### src/rtl/control_unit_idex.sv
// control_unit_idex: RV32I decode control plus ID/EX control register; optional IllegalE via ILLEGAL_TRAP_EN
module control_unit_idex #(
    parameter int XLEN = 32
) (
    input  logic            clk,
    input  logic            rst,
    input  logic [XLEN-1:0] InstrD,
    input  logic            StallE,
    input  logic            FlushE,
    input  logic            ZeroE,
    output logic [1:0]      ImmSrcD,
    output logic            RegWriteE,
    output logic [1:0]      ResultSrcE,
    output logic            MemWriteE,
    output logic            JumpE,
    output logic            BranchE,
    output logic            ALUSrcE,
    output logic [2:0]      ALUControlE,
    output logic            ValidE,
`ifdef ILLEGAL_TRAP_EN
    output logic            PCSrcE,
    output logic            IllegalE
`else
    output logic            PCSrcE
`endif
);
    typedef struct packed {
        logic       regWrite;
        logic [1:0] resultSrc;
        logic       memWrite;
        logic       jump;
        logic       branch;
        logic       aluSrc;
        logic [2:0] aluControl;
    } ctrl_t;

    ctrl_t      ctrlD, ctrlE;
    logic       illegalD;
    logic [2:0] aluRI;
    logic       f3RI;
    logic [6:0] op;
    logic [2:0] f3;
    logic       unusedBits;

    assign op = InstrD[6:0];
    assign f3 = InstrD[14:12];
    assign unusedBits = ^{InstrD[31], InstrD[29:15], InstrD[11:7]};

    // decode opcode/funct3 into controls; any unsupported encoding collapses to a bubble
    always_comb begin
        ctrlD = '0;
        ImmSrcD = 2'b00;
        illegalD = 1'b0;
        aluRI = (f3 == 3'b111) ? 3'b010 : (f3 == 3'b110) ? 3'b011 : {2'b00, (op == 7'b0110011) & InstrD[30]};
        f3RI = (f3 == 3'b000) | (f3 == 3'b110) | (f3 == 3'b111);
        case (op)
            7'b0000011: begin
                ctrlD.regWrite = 1'b1;
                ctrlD.aluSrc = 1'b1;
                ctrlD.resultSrc = 2'b01;
                illegalD = f3 != 3'b010;
            end
            7'b0100011: begin
                ctrlD.memWrite = 1'b1;
                ctrlD.aluSrc = 1'b1;
                ImmSrcD = 2'b01;
                illegalD = f3 != 3'b010;
            end
            7'b0110011: begin
                ctrlD.regWrite = 1'b1;
                ctrlD.aluControl = aluRI;
                illegalD = !f3RI;
            end
            7'b0010011: begin
                ctrlD.regWrite = 1'b1;
                ctrlD.aluSrc = 1'b1;
                ctrlD.aluControl = aluRI;
                illegalD = !f3RI;
            end
            7'b1100011: begin
                ctrlD.branch = 1'b1;
                ctrlD.aluControl = 3'b001;
                ImmSrcD = 2'b10;
                illegalD = f3 != 3'b000;
            end
            7'b1101111: begin
                ctrlD.jump = 1'b1;
                ctrlD.regWrite = 1'b1;
                ctrlD.resultSrc = 2'b10;
                ImmSrcD = 2'b11;
            end
            default: illegalD = 1'b1;
        endcase
        if (illegalD) begin
            ctrlD = '0;
            ImmSrcD = 2'b00;
        end
    end

    // ID/EX register: reset > flush (bubble) > stall (hold) > load
    always_ff @(posedge clk or posedge rst) begin
        if (rst) begin
            ctrlE <= '0;
            ValidE <= 1'b0;
        end else if (FlushE) begin
            ctrlE <= '0;
            ValidE <= 1'b0;
        end else if (!StallE) begin
            ctrlE <= ctrlD;
            ValidE <= !illegalD;
        end
    end

`ifdef ILLEGAL_TRAP_EN
    // trap flag for an illegal instruction, same priority as the control register
    always_ff @(posedge clk or posedge rst) begin
        if (rst) IllegalE <= 1'b0;
        else if (FlushE) IllegalE <= 1'b0;
        else if (!StallE) IllegalE <= illegalD;
    end
`endif

    assign RegWriteE = ctrlE.regWrite;
    assign ResultSrcE = ctrlE.resultSrc;
    assign MemWriteE = ctrlE.memWrite;
    assign JumpE = ctrlE.jump;
    assign BranchE = ctrlE.branch;
    assign ALUSrcE = ctrlE.aluSrc;
    assign ALUControlE = ctrlE.aluControl;
    assign PCSrcE = ValidE & (ctrlE.jump | (ctrlE.branch & ZeroE));
endmodule

### config.mk
export PLATFORM = sky130hd
export DESIGN_NAME = control_unit_idex
export DESIGN_NICKNAME = d
export VERILOG_FILES = /design/src/rtl/control_unit_idex.sv
export SDC_FILE = /design/constraint.sdc
export NUM_CORES = 1
export LEC_CHECK = 0
export ABC_AREA = 1
export ABC_CLOCK_PERIOD_IN_PS = 1300
export CORE_MARGIN = 10
export CORE_UTILIZATION = 33
export DETAILED_ROUTE_END_ITERATION = 10
export PLACE_DENSITY = 0.84
export SYNTH_ARGS = -nofsm -noshare
export SYNTH_HDL_FRONTEND = slang
export SYNTH_SLANG_ARGS = --single-unit
### constraint.sdc
create_clock -name clk -period 1.3 [get_ports clk]
set_clock_uncertainty 0.2 [all_clocks]
set_input_delay 0.13 -clock clk [delete_from_list [all_inputs] [get_ports clk]]
set_output_delay 0.13 -clock clk [all_outputs]
set_load 0.02 [all_outputs]
# Word level (Yosys, flattened, before mapping)
# Index checks and enable logic that the tools add are counted.
[op_classes]
eq_ne = 10
n_mux = 17
bitwise = 6
reduce_logical = 8
[op_table]
columns = ["op", "count"]
rows = [
  ["2-to-1 mux 10 bit", 3],
  ["== test 7 x 6 -> 1 bit (second input constant)", 2],
  ["== test 7 bit (second input constant)", 2],
  ["case mux 2 bit (2 select lines)", 2],
  ["== test 7 x 2 -> 1 bit (second input constant)", 1],
  ["== test 7 x 5 -> 1 bit (second input constant)", 1],
  ["2-to-1 mux 1 bit", 7],
  ["== test 3 bit (second input constant)", 2],
  ["2-to-1 mux 2 bit", 3],
  ["case mux 2 bit (3 select lines)", 1],
  ["case mux 1 bit (4 select lines)", 1],
  ["OR reduction 2 bit", 2],
  ["OR reduction 4 bit", 1],
  ["bitwise AND 1 bit", 3],
  ["logical NOT 3 bit", 1],
  ["!= test 3 x 2 -> 1 bit (second input constant)", 1],
  ["OR 1 bit", 3],
  ["nonzero test 3 bit", 1],
  ["OR reduction 3 bit", 1],
  ["logical NOT 1 bit", 2],
  ["!= test 2 x 1 -> 1 bit (second input constant)", 1],
]
[totals]
regBits = 11
input_bits = 37
word_cells = 49

# Logic depth before layout (Yosys ltp)
# Gate-level depths: netlist (run 1).
[logic_depth]
ltp_word = 8
ltp_mapped = 9
depth_no_buf = 9

# Least setup slack after synthesis (run 1)
# Ideal clock, no wire load.
[synth_timing]
path_type = "input -> output"
start = "input InstrD[0]"
end = "output ImmSrcD[0]"
t_arrival_ps = 1049
slack_ps = -79
path_stages = 9
n_path_buf = 0
path_cell_list = "nand2_4 > inv_2 > nand3_4 > clkinv_2 > nand2_1 > nand2_2 > nor2_8 > nand2_2 > nor2_1"
[synth_via]
elab_chain_len = 4
[synth_rtl]
columns = ["item", "line_no", "text"]
rows = [
  ["from (decl)", "7", "input logic [XLEN-1:0] InstrD,"],
  ["== test 7 x 6 -> 1 bit (tied with other cells)", "56", "case (op)"],
  ["OR reduction 2 bit (no line)", "n/a", ""],
  ["case mux 1 bit (4 select lines)", "56", ""],
  ["2-to-1 mux 2 bit *", "94", "if (illegalD) begin"],
  ["to (decl)", "11", "output logic [1:0] ImmSrcD,"],
]
# Mark *: on every way between the ends. The rest lies on a longest branch, timed or not.

# Worst setup path in the final report (run 1)
[layout_timing]
start = "input InstrD[3]"
end = "output ImmSrcD[0]"
# Same word-level chain as after synthesis.

==> results of run 1 <==
==> power by group through the flow <==
stage / registers (mW) / clock network, mW / logic (mW)
2_1_floorplan: 0.287 / 0 / 0.0599
3_3_place_gp: 0.286 / 0 / 0.148
3_5_place_dp: 0.286 / 0 / 0.153
4_1_cts: 0.281 / 0.218 / 0.168
5_1_grt: 0.281 / 0.229 / 0.187
6_report: 0.281 / 0.212 / 0.172
==> layout by cell type, fill, tap and decap left out, types with 2 or more instances in the layout <==
cell / Yosys / final
nand2_1: 30 / 26
buf_4: 2 / 24
dfrtp_1: 9 / 9
buf_2: 0 / 7
inv_1: 7 / 6
nand4_1: 6 / 6
buf_6: 0 / 6
clkdlybuf4s15_1: 0 / 6
nor2_4: 2 / 5
nor2_1: 9 / 5
nand2_4: 3 / 5
clkdlybuf4s50_1: 0 / 5
nand3_1: 4 / 4
clkbuf_2: 0 / 4
nor2_2: 2 / 3
a21oi_2: 1 / 3
nand2_2: 2 / 3
clkbuf_4: 0 / 3
inv_2: 2 / 2
inv_4: 1 / 2
nand3_4: 1 / 2
o31ai_1: 2 / 2
==> worst paths after layout <==
path,endpoint,depth (start not counted),start,slack (ps)
max in group asynchronous,ALUControlE[0],3,rst,180
min reg2reg,ALUSrcE,2,ALUSrcE,290
min in group asynchronous,ValidE,3,rst,480
max reg2reg,BranchE,3,BranchE,360
max,ImmSrcD[0],9,InstrD[3],-120
min,ALUControlE[1],3,InstrD[13],8
==> metal layers <==
metal  share of wire  up-vias  global-route usage  routed length (um)
li1                -      407                   -                   -
met1            0.41      378              0.1016                 879
met2            0.51       25              0.1896                1101
met3           0.081        2             0.03051                 175
met4          0.0065        0             0.04545                  14
met5               0        -                   0                   0
==> repair_timing <==
item | in CTS | in global routing
buffers inserted | 3 | 2
endpoints found under the setup margin | 22 | 17
pin swaps | 18 | 15
hold buffers | 1 | 0
resized for setup | 90 | 19
hold endpoints to repair | 9 | 0
cloned | 0 | 0
==> cell families (layout without fill, tap and decap cells) <==
| kind of cell | Yosys count | count (layout) | share of synthesized area |
|---|---|---|---|
| and+or+nand+nor | 63 | 63 | 0.5190 |
| buffers and inverters | 13 | 69 | 0.08680 |
| DFF | 9 | 9 | 0.3255 |
| AOI/OAI and AO/OA | 7 | 7 | 0.06329 |
| other | 1 | 1 | 0.005420 |
==> tightest hold or removal path: stages <==
cell and delay [ps]:
clkbuf_2 120, nand3_1 110, o31ai_1 70
==> final cells by class <==
type                    instances  area, um2
fillers                       176      715.7
multi-input cells              71      491.7
repair buffers                 54      437.9
flip-flops and latches          9      225.2
inverters                      11      51.30
well taps                      27      33.78
clock buffers                   4      26.28
==> stage by stage <==
stage	util	cell area, um2	worst slack [ps]	power, mW
6_report	0.6389	1266	-119.1	0.6649
5_1_grt	0.6389	1266	-171.1	0.6979
4_1_cts	0.6326	1254	-143.0	0.6673
3_5_place_dp	0.5808	1151	-1004	0.4388
3_3_place_gp	0.5808	1151	-962.3	0.4346
2_1_floorplan	-	701.9	-12.48	0.3469
==> sequential cells by signal, summed over array words and instances (netlist names) <==
signal and count:
ALUSrcE 1, JumpE 1, ALUControlE 2, BranchE 1
MemWriteE 1, ValidE 1, RegWriteE 1, ResultSrcE 1
==> results.yml, run 1 <==
power:
  internal_power_uw: 482.1
  powerDensity_mw_per_mm2: 525.1
  peakVddDrop_mv: 0.3583
  p_comb_frac: 0.258
  total_leakage_power_nw: 0.6514
  p_sw_uw: 182.8
  switching_share: 0.2750
  p_seq_frac: 0.423
  clkPwrFrac: 0.319
synthesis:
  synth_nets: 130
  ys_ff_latch: 9
  syn_area_per_cell_um2: 7.440
  synth_top_area_cell: "dfrtp_1"
  synth_common_cells: "nand2_1, dfrtp_1, nor2_1, inv_1, nand4_1"
  synthArstFlopShare: 1.000
  synthesis.area_um2: 691.9
  synth-seq-area-share: 0.3255
  ys.flop_type: "dfrtp_1"
  synth_top_cells_by_area: "dfrtp_1, nand2_1, nand4_1"
  syn_inst: 93
  synth.top_cell.area_share: 0.3255
  netlist-cell-type-count: 23
  yosysMostFrequentCell: "nand2_1"
  synth_edf_count: 0
  yosys_warnings: 0
status:
  status: "complete, but fails checks"
  violations: "negative setup slack"
finish:
  drive_gt1_frac: 0.5034
  syn_to_final_growth_pct: 83.00
  stdcell_count: 176
  num-nets-final: 187
  num_antenna_cells: 0
placed_design:
  dp.cells: 166
  io_buffers: 28
  dp_hpwl_mm: 1.672
  globalplace.congestion: 0.8249
cts:
  cts.path.max_buffers: 2
  cts_tree: "yes"
  clock-sinks: 9
  htree_levels: 1
  path_clk_slew_ps: 50
  root_buffer: "clkbuf_4"
  clock_latency_ps: 260
  numCtsBuffers: 3
sta:
  fmax_mhz: 704.7
  timing.final.ws_setup_ps: -119.1
  final.setup.tns_ps: -262.5
  finalCritPeriodShare: 1.092
  period_minus_slack_ps: 1419
  rsz0062_at_grt: "true"
  drv_slew: 0
  final_hold_viol_count: 0
  setup_viol: 3
  hold_ws_ps: 7.722
route:
  routedWlPerCell_um: 12.33
  firstDrtPassIters: 3
  wl_mm: 2.170
  drc_errors: 0
  via_count: 812
  routed_via_density: 4.614
  antenna_left: 0
  first_iter_violations: 12
setup_path:
  crit_family: "simple AND/OR/NAND/NOR gates"
  worstSetupPathType: "in -> out"
  cp-end-kind: "primary output"
  cp.arrival_ps: 1090
  cp_common_cell: "nor2_4"
  start_kind: "primary input"
  crit_required_ps: 970
  cpMaxStageDelayCell: "buf_6"
  slowest_delay_ps: 140
  cp_num_buf_inv: 3
  worstPathCellList: "buf_8 -> nor2_4 -> nand3_4 -> buf_6 -> nor2_4 -> nand4_4 -> nand2_4 -> nor2_4 -> buf_6"
  critPathMaxFanout: 3
global_routing:
  grt_usage: 0.1022
  grt_pass1_vias: 844
  antenna_found_initial: 0
  grt_max_degree: 10
  overflow: 0
  grt_pass1_wl_mm: 3.539
floorplanning:
  chipWidth_um: 65.79
  die-height_um: 65.79
  start_util: 0.3491
  core_area_mm2: 0.001982
  ios: 51
  die_area_mm2: 0.004328
  row_count: 16
job:
  cap_violations: 0
worst_hold_path:
  hold_class: "in -> reg"
No activity file was read; power rests on OpenSTA's default activity.
==> inputs of run 2 (changes only) <==
CTS_CLUSTER_DIAMETER = 50   (was unset)
GPL_ROUTABILITY_DRIVEN = 0   (was unset)
==> results of run 2 <==
Same layout as run 1: the final DEF is identical, and so are final timing and power.
